===== config.mk =====
export PLATFORM = sky130hd
export DESIGN_NAME = fir_mac_sequencer
export DESIGN_NICKNAME = d
export VERILOG_FILES = /design/src/rtl/fir_mac_sequencer_pkg.sv /design/src/rtl/fir_mac_dp.sv /design/src/rtl/fir_mac_sequencer.sv
export SDC_FILE = /design/constraint.sdc
export NUM_CORES = 1
export LEC_CHECK = 0
export BUFFER_PORTS_ARGS = -buffer_cell sky130_fd_sc_hd__buf_2
export CAP_MARGIN = 20
export CORE_ASPECT_RATIO = 0.7
export CORE_MARGIN = 10
export CORE_UTILIZATION = 60
export CTS_CLUSTER_SIZE = 28
export DETAILED_ROUTE_END_ITERATION = 6
export PLACE_DENSITY = 0.91
export SYNTH_ARGS = -nofsm -noshare
export SYNTH_HDL_FRONTEND = slang
export SYNTH_SLANG_ARGS = --single-unit

===== constraint.sdc =====
create_clock -name clk -period 5.1 [get_ports clk]
set_input_delay 1.02 -clock clk [delete_from_list [all_inputs] [get_ports clk]]
set_output_delay 1.02 -clock clk [all_outputs]
set_load 0.02 [all_outputs]

===== src/rtl/fir_mac_sequencer_pkg.sv =====
// rtl/fir_mac_sequencer_pkg.sv - shared widths, state encodings and clog2 for the FIR MAC sequencer
package fir_mac_sequencer_pkg;

  localparam int DEF_WIN      = 16;
  localparam int DEF_WC       = 16;
  localparam int DEF_WOUT     = 16;
  localparam int DEF_NUM_COEF = 17;

  function automatic int clog2(input int value);
    int result;
    result = 0;
    while ((1 << result) < value) result++;
    return result;
  endfunction

  localparam int DEF_SEL_W  = clog2(DEF_NUM_COEF);
  localparam int DEF_PROD_W = DEF_WIN + DEF_WC;
  localparam int DEF_ACC_W  = DEF_PROD_W + DEF_SEL_W;

  localparam logic [1:0] ST_IDLE  = 2'd0;
  localparam logic [1:0] ST_SHIFT = 2'd1;
  localparam logic [1:0] ST_RUN   = 2'd2;
  localparam logic [1:0] ST_DRAIN = 2'd3;

endpackage


===== src/rtl/fir_mac_dp.sv =====
// rtl/fir_mac_dp.sv - FIR MAC datapath: product register, accumulator, scale/saturate, output register
module fir_mac_dp
  import fir_mac_sequencer_pkg::*;
#(
  parameter int WIN      = DEF_WIN,
  parameter int WC       = DEF_WC,
  parameter int WOUT     = DEF_WOUT,
  parameter int NUM_COEF = DEF_NUM_COEF
) (
  input  logic            clk,
  input  logic            rst,
  input  logic [WIN-1:0]  tap,
  input  logic [WC-1:0]   coef,
  input  logic            prod_en,
  input  logic            acc_load,
  input  logic            acc_add,
  input  logic            out_en,
  output logic [WOUT-1:0] dout,
  output logic            dout_valid
);

  localparam int PROD_W = WIN + WC;
  localparam int ACC_W  = PROD_W + clog2(NUM_COEF);

  logic signed [PROD_W-1:0] tap_ext, coef_ext, prod_d, prod_q;
  logic signed [ACC_W-1:0]  prod_acc, acc_sum, acc_d, acc_q, scaled;
  logic [ACC_W-WOUT:0]      scaled_hi;
  logic [WOUT-1:0]          dout_d, dout_q;
  logic                     dout_valid_q;

  always_comb begin
    tap_ext  = PROD_W'($signed(tap));
    coef_ext = PROD_W'($signed(coef));
    prod_d   = tap_ext * coef_ext;
    prod_acc = ACC_W'(prod_q);
    acc_sum  = acc_q + prod_acc;

    acc_d = acc_q;
    if (acc_load) begin
      acc_d = prod_acc;
    end else if (acc_add) begin
      acc_d = acc_sum;
    end

    // The output is taken from the final accumulate itself, so it lands in the same edge as acc.
    scaled    = acc_sum >>> (WC - 1);
    scaled_hi = scaled[ACC_W-1:WOUT-1];
    if ((scaled_hi == '0) || (scaled_hi == '1)) begin
      dout_d = scaled[WOUT-1:0];
    end else if (scaled[ACC_W-1]) begin
      dout_d = {1'b1, {(WOUT-1){1'b0}}};
    end else begin
      dout_d = {1'b0, {(WOUT-1){1'b1}}};
    end
  end

  always_ff @(posedge clk or posedge rst) begin
    if (rst) begin
      prod_q       <= '0;
      acc_q        <= '0;
      dout_q       <= '0;
      dout_valid_q <= 1'b0;
    end else begin
      if (prod_en) prod_q <= prod_d;
      acc_q        <= acc_d;
      if (out_en) dout_q <= dout_d;
      dout_valid_q <= out_en;
    end
  end

  assign dout       = dout_q;
  assign dout_valid = dout_valid_q;

endmodule


===== src/rtl/fir_mac_sequencer.sv =====
// rtl/fir_mac_sequencer.sv - FIR read-side sequencer: sample handshake, tap walk and MAC strobes
module fir_mac_sequencer
  import fir_mac_sequencer_pkg::*;
#(
  parameter int WIN      = DEF_WIN,
  parameter int WC       = DEF_WC,
  parameter int WOUT     = DEF_WOUT,
  parameter int NUM_COEF = DEF_NUM_COEF
) (
  input  logic                       clk,
  input  logic                       rst,
  input  logic [WIN-1:0]             din,
  input  logic                       din_valid,
  output logic                       din_ready,
  output logic [WIN-1:0]             shift_din,
  output logic                       shift_ce,
  output logic [clog2(NUM_COEF)-1:0] sel,
  input  logic [WIN-1:0]             tap,
  input  logic [WC-1:0]              coef,
  output logic [WOUT-1:0]            dout,
  output logic                       dout_valid,
  output logic                       overrun
);

  localparam int               SEL_W    = clog2(NUM_COEF);
  localparam logic [SEL_W-1:0] SEL_LAST = SEL_W'(NUM_COEF - 1);

  logic [1:0]       state_q, state_d;
  logic [SEL_W-1:0] sel_q, sel_d;
  logic [WIN-1:0]   shift_din_q, shift_din_d;
  logic             drain_q, drain_d;
  logic             issue, issue_first, issue_last;
  logic             mul_en_q, mul_first_q, mul_last_q;
  logic             acc_en_q, acc_first_q, acc_last_q;

  always_comb begin
    state_d     = state_q;
    sel_d       = sel_q;
    shift_din_d = shift_din_q;
    drain_d     = drain_q;
    case (state_q)
      ST_IDLE: begin
        if (din_valid) begin
          shift_din_d = din;
          state_d     = ST_SHIFT;
        end
      end
      ST_SHIFT: begin
        sel_d   = '0;
        state_d = ST_RUN;
      end
      ST_RUN: begin
        if (sel_q == SEL_LAST) begin
          drain_d = 1'b0;
          state_d = ST_DRAIN;
        end else begin
          sel_d = sel_q + SEL_W'(1);
        end
      end
      ST_DRAIN: begin
        if (drain_q) begin
          state_d = ST_IDLE;
        end else begin
          drain_d = 1'b1;
        end
      end
      default: state_d = ST_IDLE;
    endcase
  end

  // Each issued address travels two stages: read/multiply, then accumulate.
  assign issue       = (state_q == ST_RUN);
  assign issue_first = issue && (sel_q == '0);
  assign issue_last  = issue && (sel_q == SEL_LAST);

  always_ff @(posedge clk or posedge rst) begin
    if (rst) begin
      state_q     <= ST_IDLE;
      sel_q       <= '0;
      shift_din_q <= '0;
      drain_q     <= 1'b0;
      mul_en_q    <= 1'b0;
      mul_first_q <= 1'b0;
      mul_last_q  <= 1'b0;
      acc_en_q    <= 1'b0;
      acc_first_q <= 1'b0;
      acc_last_q  <= 1'b0;
    end else begin
      state_q     <= state_d;
      sel_q       <= sel_d;
      shift_din_q <= shift_din_d;
      drain_q     <= drain_d;
      mul_en_q    <= issue;
      mul_first_q <= issue_first;
      mul_last_q  <= issue_last;
      acc_en_q    <= mul_en_q;
      acc_first_q <= mul_first_q;
      acc_last_q  <= mul_last_q;
    end
  end

  assign din_ready = (state_q == ST_IDLE);
  assign shift_ce  = (state_q == ST_SHIFT);
  assign overrun   = din_valid && (state_q != ST_IDLE);
  assign sel       = sel_q;
  assign shift_din = shift_din_q;

  fir_mac_dp #(
    .WIN      (WIN),
    .WC       (WC),
    .WOUT     (WOUT),
    .NUM_COEF (NUM_COEF)
  ) u_dp (
    .clk        (clk),
    .rst        (rst),
    .tap        (tap),
    .coef       (coef),
    .prod_en    (mul_en_q),
    .acc_load   (acc_en_q && acc_first_q),
    .acc_add    (acc_en_q && !acc_first_q),
    .out_en     (acc_en_q && acc_last_q),
    .dout       (dout),
    .dout_valid (dout_valid)
  );

endmodule


# Word level (Yosys, flattened, before mapping)
# Cells that the tools add are included.
[word_totals] output_inout_bits=41 in_bits=51 word_cells=57 reg_bits=116
[classes] eq_ne=9 n_reduce_logical=19 mul=1 muxes=12 addsub=2
[ops] cell="two-way mux 37 bit" n=2
[ops] cell="adder 37 x 32 -> 37 bit" n=1
[ops] cell="multiplier 16 x 16 -> 32 bit" n=1
[ops] cell="two-way mux 16 bit" n=2
[ops] cell="== test 22 bit (second input constant)" n=1
[ops] cell="zero test 22 bit" n=1
[ops] cell="case mux 5 bit (2 select lines)" n=1
[ops] cell="case mux 2 bit (4 select lines)" n=1
[ops] cell="nonzero test 2 bit" n=4
[ops] cell="logical AND 1 bit" n=6
[ops] cell="two-way mux 2 bit" n=3
[ops] cell="!= test 2 bit (second input constant)" n=3
[ops] cell="AND reduction 2 bit" n=3
[ops] cell="adder 5 x 1 -> 5 bit (second input constant)" n=1
[ops] cell="== test 5 bit (second input constant)" n=1
[ops] cell="zero test 5 bit" n=1
[ops] cell="two-way mux 5 bit" n=1
[ops] cell="== test 2 bit (second input constant)" n=2
[ops] cell="AND reduction 3 bit" n=1
[ops] cell="== test 2 x 1 -> 1 bit (second input constant)" n=1
[ops] cell="zero test 2 bit" n=1
[ops] cell="!= test 2 x 1 -> 1 bit (second input constant)" n=1
[ops] cell="case mux 1 bit (2 select lines)" n=1
[ops] cell="zero test 1 bit" n=1
[ops] cell="2 further kinds" n=2

# Logic depth before layout (Yosys ltp)
# Gate-level depths: netlist (run 1).
[depth] ltp_word=4 mapped_depth=24 ltp_nobuf=23

# By module
# From an unflattened synthesis (run 1), not the netlist that was laid out.
[unflattened] cells_unflattened=1785 area_unflattened_um2=16926.2
[by_module_without_submodules] mod="fir_mac_dp" seq_area_each_um2=2152.1 area_per_inst_um2=15593.7 instances=1 cells_each=1687
[by_module_without_submodules] mod="fir_mac_sequencer" seq_area_each_um2=750.7 area_per_inst_um2=1332.5 instances=1 cells_each=98

# Worst setup path after synthesis (run 1)
# No wires, ideal clock.
[synth_timing] kind="input port to flip-flop" from="input coef[1]" to="register u_dp.prod_q[30]" t_required_ns=4.975 cell_stages=21 path_slack_ns=-1.823 n_path_buf=1 setup_time_ns=0.125 arrival_time_ns=6.798 path_cell_list="clkbuf_1 > nand2_1 > inv_1 > fa_1 > fa_1 > fa_1 > fa_1 > fa_1 > inv_1 > fa_1 > inv_1 > ha_1 > a21o_1 > a21o_1 > or3_1 > o21ai_0 > nand2_1 > or4_1 > a31oi_1 > xnor2_1 > mux2_2"
[synth_between] elab_chain_len=1
[synth_lines] item="from (decl)" line="fir_mac_sequencer.sv:19" text="input logic [WC-1:0] coef,"
[synth_lines] item="multiplier 16 x 16 -> 32 bit" line="fir_mac_dp.sv:34" text="prod_d = tap_ext * coef_ext;"
[synth_lines] item="to (signal assigned)" line="fir_mac_dp.sv:64" text="if (prod_en) prod_q <= prod_d;"
[synth_lines] item="to (decl)" line="fir_mac_dp.sv:25" text="logic signed [PROD_W-1:0] tap_ext, coef_ext, prod_d, prod_q;"
# No other way between the ends.
# A chain may end at the register's enable or synchronous reset.

# Worst setup path in the final report (run 1)
[layout_timing] from="input tap[7]" to="register u_dp.prod_q[28]"
[layout_between] elab_chain_len=1
[layout_lines] item="from (decl)" line="fir_mac_sequencer.sv:18" text="input logic [WIN-1:0] tap,"
[layout_lines] item="multiplier 16 x 16 -> 32 bit" line="fir_mac_dp.sv:34"
# No other way between the ends.

==> key figures, run 1 <==
Placement
  – Number of buffers inserted by port buffering: 91
  – HPWL after detailed placement: 34.9 mm
  – Final GP Congestion: 0.997
  – Placed inst area: 18900 um2

Die
  – Width of the chip: 220 um
  – Starting density of the core: 60.7%
  – Ports: 92
  – Area of the die: 35100 um2
  – Vert. Die Dim: 160 um
  – Area of the core: 27600 um2
  – Cell row count: 51

Layout
  – Final-stage net count: 2451
  – Cell area after layout: 20400 um2
  – Antenna Cells: 0
  – Fraction of layout cells with a size suffix above 1: 24.5%
  – Synth-to-layout area growth: 21.8%
  – Utilization after layout: 73.9%

Yosys
  – Register area share after synthesis: 17.3%
  – Avg Inst Size Synth: 9.39 um2
  – Synth top area cells: fa_1, dfrtp_1, ha_1, inv_1, and2_1
  – #FFs+latches synth: 116
  – Top FF cell, synth: dfrtp_1
  – Most numerous cell in the Yosys netlist: inv_1
  – Post-Syn Instances: 1784
  – Count of cell types in the netlist: 72
  – Post-synth top cells: inv_1, fa_1, nand2_1, and2_1, ha_1
  – Post-synth top area share: 31.4%
  – Mapped cell area: 16800 um2
  – Cell taking the most area after synthesis: fa_1
  – Total nets after synthesis: 2222
  – Number of synthesized flops with an enable pin: 0
  – Warning count from the yosys run: 0
  – Async SR Flop Fraction: 100%

Min path
  – Beginning of the worst hold path: mul_last_q$_DFF_PP0_
  – Number of cells on the worst hold path: 0
  – Endpoint of the worst hold-timing path: acc_last_q$_DFF_PP0_
  – Min-delay worst type: reg2reg

Timing
  – Fin crit period: 6.47 ns
  – Final count of negative-setup-slack endpoints: 23
  – Tcrit/Tclk final: 127%
  – Max Slew Vio Count: 0
  – Least-Margin Pin Slew: 0.795 ns
  – Rel. slew slack: 46.9%
  – Worst setup slack after layout: -1.37 ns
  – Hold Vio Cnt, Final: 0
  – Setup repair after global routing missed its margin: yes
  – Max frequency: 155 MHz
  – Post-route clock skew: 0.0134 ns

Clocking
  – Source-to-sink clock delay at the later pin of the worst-skew pair: 0.42 ns
  – CTS Buffer Depth: 2
  – Clock slew at the register clock pins of the worst setup and hold paths: 0.06 ns
  – Number of buffers inserted during clock tree synthesis: 17
  – H-Tree Depth: 4
  – Clk sink count: 116
  – Number of buffers added to fix hold violations after cts: 0
  – Clock Root Buffer: clkbuf_16
  – TritonCTS clock tree: yes

GRT
  – Total global-route track usage: 26.2%
  – Largest net degree at the start of global routing: 73
  – Global-route wire length before repair: 74.9 mm
  – Initial antenna violation count: 0
  – Total congestion overflow: 0
  – Vias in the first global route: 15200

Setup path
  – Reg2Reg Depth: 11
  – Startpoint of the most critical register-to-register path: u_dp.prod_q[9]$_DFFE_PP0P_
  – Data arrival time of the critical path: 6.77 ns
  – Maximum fanout encountered on the critical timing path: 4
  – WS Path Type: in2reg
  – Kind of start point of the critical path: input port
  – Critical path endpoint category: flip-flop
  – Reg-to-reg critical path endpoint: u_dp.dout[13]$_DFFE_PP0P_
  – WP data required: 5.40 ns
  – Worst R2R Setup Slack: 1.07 ns

Routing
  – Final ANT Viol Nets: 0
  – Remaining design rule violation count: 0
  – Via count of the routed design: 14400
  – Detailed Route Iter0 Violations: 1429
  – Post-detailed-route wirelength per cell: 20.1 um
  – Post-DR vias/cell: 6.00
  – Drt first pass iters: 6
  – Sum of routed wire length over all layers: 48.3 mm

Outcome
  – Run status: finished, violations left
  – Violated checks: negative setup slack

Job
  – Count of max-cap constraint violations: 0
per-stage QoR:
stage | setup TNS (ns) | hold slack, ns | worst slack (ns) | cells
final | -21.32 | 0.350 | -1.37 | 2397
after global routing | -24.19 | 0.355 | -1.47 | 2397
after CTS | -18.96 | 0.353 | -1.32 | 2387
after detailed placement | -31.92 | 0.340 | -1.98 | 2339
after global placement | -27.31 | 0.334 | -1.76 | 2339
after floorplan | -16.94 | 0.331 | -1.46 | 1784
layout by cell type, fill, tap and decap left out, types with 6 or more instances in the layout:
cell	n
nand4_1	8
clkbuf_16	17
mux2_4	14
o21bai_1	12
nor2_1	82
o211ai_1	8
fa_2	11
buf_12	6
a21oi_2	11
inv_2	22
dfrtp_1	114
nand3_1	18
and3_1	7
inv_1	285
nand2b_1	14
buf_6	38
xor2_1	17
ha_4	13
a21oi_1	84
buf_2	69
and2_1	117
o21ai_0	37
mux2_2	31
o21a_1	18
xnor2_1	44
nand2_1	162
buf_4	158
mux2i_1	20
nor3_1	9
a221o_1	13
and2_4	16
fa_1	252
ha_1	108
nor2b_1	7
a21o_1	26
logic make-up (layout without fill, tap and decap cells):
family	count (synthesis)	after routing	synth area share, %
simple gates	483	483	14.1
fa+ha+maj	387	387	40.7
buf+inv	376	618	8.55
compound gates	291	291	11.6
flops	116	116	17.3
xor+xnor	66	66	3.45
mux	65	65	4.22
per-layer routing:
layer  part of all wire [%]  routed length, um  track usage [%]
met2                     50              24100             44.1
met5                      0                  0                0
met4                    4.9               2390             10.1
met3                    8.0               3860             5.30
met1                     37              17900             32.5
how the worst max path moves through the flow:
stage                       start                           to  slack, ns  depth (start not counted)
after detailed placement   tap[7]  u_dp.prod_q[30]$_DFFE_PP0P_      -1.98                         21
after floorplan           tap[15]  u_dp.prod_q[30]$_DFFE_PP0P_      -1.46                         21
after global routing       tap[5]  u_dp.prod_q[28]$_DFFE_PP0P_      -1.47                         21
after global placement     tap[7]  u_dp.prod_q[30]$_DFFE_PP0P_      -1.76                         21
after CTS                  tap[7]  u_dp.prod_q[28]$_DFFE_PP0P_      -1.32                         21
final                      tap[7]  u_dp.prod_q[28]$_DFFE_PP0P_      -1.37                         21
area by class of cell:
class,count,area (um2)
clock buffers,18,429
clock inverters,14,224
multi-input cells,1292,13100
repair buffers,278,2160
well taps,371,464
inverters,308,1160
flip-flops and latches,116,2910
fillers,1704,7220
registers in the layout, summed over array words and instances (netlist names):
name and cells:
acc_en_q 1, acc_first_q 1, acc_last_q 1, drain_q 1, mul_en_q 1, mul_first_q 1, mul_last_q 1, sel 5
shift_din 16, state_q 2, u_dp.acc_q 37, u_dp.dout 16, u_dp.dout_valid 1, u_dp.prod_q 32
what timing repair did:
action | CTS | global route
resized for setup | 107 | 77
buffers inserted | 22 | 11
endpoints found under the setup margin | 23 | 23
pin swaps | 34 | 59
endpoints found under the hold margin | 0 | 0
worst max-delay path, stage by stage:
cell and delay, ns:
buf_12 0.11, and2_4 0.15, fa_1 0.56, inv_2 0.05, fa_1 0.54, fa_1 0.46, fa_1 0.59, inv_2 0.05
fa_1 0.48, fa_1 0.60, ha_4 0.23, a21oi_4 0.15, o21ai_2 0.11, a31oi_4 0.22, a31oi_4 0.16, o21ai_4 0.19
nand2_2 0.10, or4_1 0.41, a31oi_1 0.18, xnor2_1 0.13, mux2_4 0.27
Power of run 1 is not shown: default switching activity piles up to over one toggle a cycle in this logic, so the estimate is an artifact.
==> inputs of run 2 (changes only) <==
--- a/config.mk
+++ b/config.mk
@@ -12,7 +12,8 @@
 export CORE_UTILIZATION = 60
 export CTS_CLUSTER_SIZE = 28
 export DETAILED_ROUTE_END_ITERATION = 6
-export PLACE_DENSITY = 0.91
+export PLACE_DENSITY = 0.9
 export SYNTH_ARGS = -nofsm -noshare
 export SYNTH_HDL_FRONTEND = slang
+export SYNTH_HIERARCHICAL = 1
 export SYNTH_SLANG_ARGS = --single-unit
==> run 2 against run 1 <==
Against the previous run: the flow finishes with violations (design-rule violations, negative setup slack); final cell count up 0.46%; non-clock buffer count up 6; count of clock-buffer cells in the layout down 1; largest cell class unchanged; highest routed layer unchanged.
==> key figures, run 2 <==
Timing
  – Rel. slew slack: 27.5% (-19 points)
  – Worst hold slack across all endpoints: 0.348 ns (-0.00180 ns)
  – Hold Vio Cnt, Final: 0 (unchanged)
  – Least-Margin Pin Slew: 1.06 ns (+0.265 ns)
  – Post-route clock skew: 0.0116 ns (-0.00177 ns)
  – Max Slew Vio Count: 0 (unchanged)
  – Setup repair after global routing missed its margin: yes
  – Tcrit/Tclk final: 132% (+5.4 points)
  – Worst setup slack after layout: -1.64 ns (-0.273 ns)
  – Final count of negative-setup-slack endpoints: 23 (unchanged)
  – Max frequency: 148 MHz (-4.1%)
  – Fin crit period: 6.74 ns (+0.273 ns)

Yosys
  – Post-synth top cells: inv_1, fa_1, nand2_1, and2_1, ha_1
  – Post-Syn Instances: 1785 (+0.056%)
  – Number of synthesized flops with an enable pin: 0 (unchanged)
  – Total nets after synthesis: 2223 (+0.045%)
  – #FFs+latches synth: 116 (unchanged)
  – Most numerous cell in the Yosys netlist: inv_1
  – Post-synth top area share: 31.1% (-0.31 points)
  – Avg Inst Size Synth: 9.48 um2 (+0.94%)
  – Count of cell types in the netlist: 86 (+19%)
  – Synth top area cells: fa_1, dfrtp_1, ha_1, inv_1, and2_1
  – Mapped cell area: 16900 um2 (+1.0%)
  – Top FF cell, synth: dfrtp_1
  – Cell taking the most area after synthesis: fa_1
  – Async SR Flop Fraction: 100% (unchanged)
  – Register area share after synthesis: 17.1% (-0.17 points)
  – Warning count from the yosys run: 6 (+6)

Setup path
  – WS Path Type: in2reg
  – Data arrival time of the critical path: 7.06 ns (+0.29 ns)
  – Startpoint of the most critical register-to-register path: u_dp/prod_q[31]$_DFFE_PP0P_
  – Critical path endpoint category: flip-flop
  – Maximum fanout encountered on the critical timing path: 6 (+2)
  – Reg2Reg Depth: 9 (-2)
  – Worst R2R Setup Slack: 0.90 ns (-0.17 ns)
  – WP data required: 5.41 ns (about the same)
  – Reg-to-reg critical path endpoint: u_dp/dout[9]$_DFFE_PP0P_
  – Kind of start point of the critical path: input port
  – Launching element of the worst setup path: tap[11]

Layout
  – Final-stage net count: 2461 (+0.41%)
  – Reg with most FFs: u_dp/acc_q
  – Flip-flop count of the largest register after layout: 37 (unchanged)
  – Number of cells in the finished layout apart from fillers: 2408 (+0.46%)
  – Fraction of layout cells with a size suffix above 1: 27.1% (+2.5 points)
  – Synth-to-layout area growth: 23.8%
  – Registers with the highest flip-flop counts: u_dp/acc_q x37, u_dp/prod_q x32
  – Cell area after layout: 21000 um2 (+2.7%)
  – Commonest non-fill, non-tap cells in the layout: inv_1, fa_1, nand2_1, buf_4, dfrtp_1
  – Most common cell after layout, fill and taps aside: inv_1

GRT
  – Initial antenna violation count: 1 (+1)
  – Peak-usage layer in the global routing report: met2
  – Global-route met3 utilization: 7.60% (+2.3 points)
  – Global-route wire length before repair: 83.8 mm (+12%)
  – GR Util met1: 36.2% (+3.7 points)
  – Total global-route track usage: 29.8% (+3.6 points)
  – Total congestion overflow: 0 (unchanged)
  – Largest net degree at the start of global routing: 66 (-9.6%)
  – Vias in the first global route: 16300 (+6.9%)
  – Met2 global-route usage: 49.2% (+5.1 points)

Die
  – Area of the die: 35400 um2 (+0.89%)
  – Ports: 92 (unchanged)
  – Cell row count: 51 (unchanged)
  – Starting density of the core: 60.8% (+0.19 points)
  – Width of the chip: 221 um (+0.45%)
  – Vert. Die Dim: 161 um (+0.44%)
  – Area of the core: 27800 um2 (+0.69%)

Clocking
  – Clk sink count: 116 (unchanged)
  – Clock Root Buffer: clkbuf_16
  – TritonCTS clock tree: yes
  – Number of buffers added to fix hold violations after cts: 0 (unchanged)
  – Number of buffers inserted during clock tree synthesis: 17 (unchanged)
  – Source-to-sink clock delay at the later pin of the worst-skew pair: 0.43 ns (about the same)
  – CTS Buffer Depth: 2 (unchanged)
  – H-Tree Depth: 4 (unchanged)
  – Clock slew at the register clock pins of the worst setup and hold paths: 0.06 ns (about the same)

Min path
  – Endpoint of the worst hold-timing path: acc_first_q$_DFF_PP0_
  – Min-delay worst type: reg2reg
  – Beginning of the worst hold path: mul_first_q$_DFF_PP0_
  – Number of cells on the worst hold path: 0 (unchanged)

Routing
  – Post-DR vias/cell: 6.33 (+5.5%)
  – Sum of routed wire length over all layers: 56.5 mm (+17%)
  – Detailed Route Iter0 Violations: 2221 (+55%)
  – Via count of the routed design: 15200 (+6.0%)
  – Drt first pass iters: 7 (+1)
  – Final ANT Viol Nets: 0 (unchanged)
  – Remaining design rule violation count: 202 (+202)
  – Post-detailed-route wirelength per cell: 23.4 um (+16%)

Placement
  – Final GP Congestion: 0.953 (-4.5%)
  – Number of buffers inserted by port buffering: 91 (unchanged)
  – Worst slack at placement: -1.94 ns (+0.0424 ns)
  – Placed inst area: 19000 um2 (+0.55%)
  – Placed Cells: 2328 (-0.47%)
  – HPWL after detailed placement: 36.3 mm (+4.0%)

Outcome
  – Violated checks: design-rule violations, negative setup slack
  – Run status: finished, violations left

Job
  – Count of max-cap constraint violations: 0 (unchanged)
[run 2: through the flow]
step / setup TNS, ns / util [%]
CTS: -17.78 / 73.5
global route: -30.49 / 75.3
detailed placement: -31.55 / 68.2
floorplan: -18.28 / -
global placement: -28.37 / 68.2
finish: -25.03 / 75.3
[run 2: cell families (layout without fill, tap and decap cells)]
group,Yosys count,count (layout),synth area share [%]
AO/OA/AOI/OAI,298,298,12.5
XOR/XNOR,66,66,3.46
adder cells (fa/ha/maj),387,387,40.3
buffers and inverters,376,627,8.51
flip-flops,116,116,17.1
multiplexers,64,64,4.10
other,0,1,0
AND/OR/NAND/NOR,478,478,14.1
[run 2: area by class of cell]
cell class                      instances  area [um2]
Antenna cell                            1        2.50
Clock buffer                           17         425
Clock inverter                         15         148
Fill cell                            1580        6870
Inverter                              311        1170
Multi-Input combinational cell       1293       13400
Sequential cell                       116        2900
Tap cell                              371         464
Timing Repair Buffer                  284        2400
[run 2: timing repair]
item                                   in CTS  in global routing
gates cloned                                2                  1
setup buffers                              28                 21
gates resized for setup                   177                 83
endpoints found under the hold margin       0                  0
pin swaps                                  73                 54
setup endpoints to repair                  23                 24
[run 2: worst max-delay path, cell delays in order]
cell       delay (ns)
buf_12           0.09
buf_6            0.10
nand2_1          0.08
fa_1             0.58
inv_1            0.08
fa_1             0.52
fa_1             0.63
fa_2             0.47
fa_1             0.50
inv_1            0.05
fa_1             0.49
inv_2            0.05
ha_4             0.20
buf_4            0.16
a21o_1           0.20
a21oi_2          0.22
o21ai_4          0.11
o2111ai_4        0.27
a31oi_4          0.16
or4b_4           0.53
a31oi_4          0.15
xnor2_1          0.09
mux2_2           0.27
[run 2: how the worst max path moves through the flow]
stage	endpoint	slack (ns)
floorplan	u_dp/prod_q[31]$_DFFE_PP0P_	-1.44
global placement	u_dp/prod_q[30]$_DFFE_PP0P_	-1.77
detailed placement	u_dp/prod_q[31]$_DFFE_PP0P_	-1.94
CTS	u_dp/prod_q[30]$_DFFE_PP0P_	-1.29
global route	u_dp/prod_q[30]$_DFFE_PP0P_	-1.99
finish	u_dp/prod_q[30]$_DFFE_PP0P_	-1.64
[run 2: per-layer routing]
layer | part of all wire, % | wire, um
met1 | 35 | 19800
met2 | 46 | 26200
met3 | 11 | 6240
met4 | 7.4 | 4170
met5 | 0 | 0
Power of run 2 is left out for the same reason.
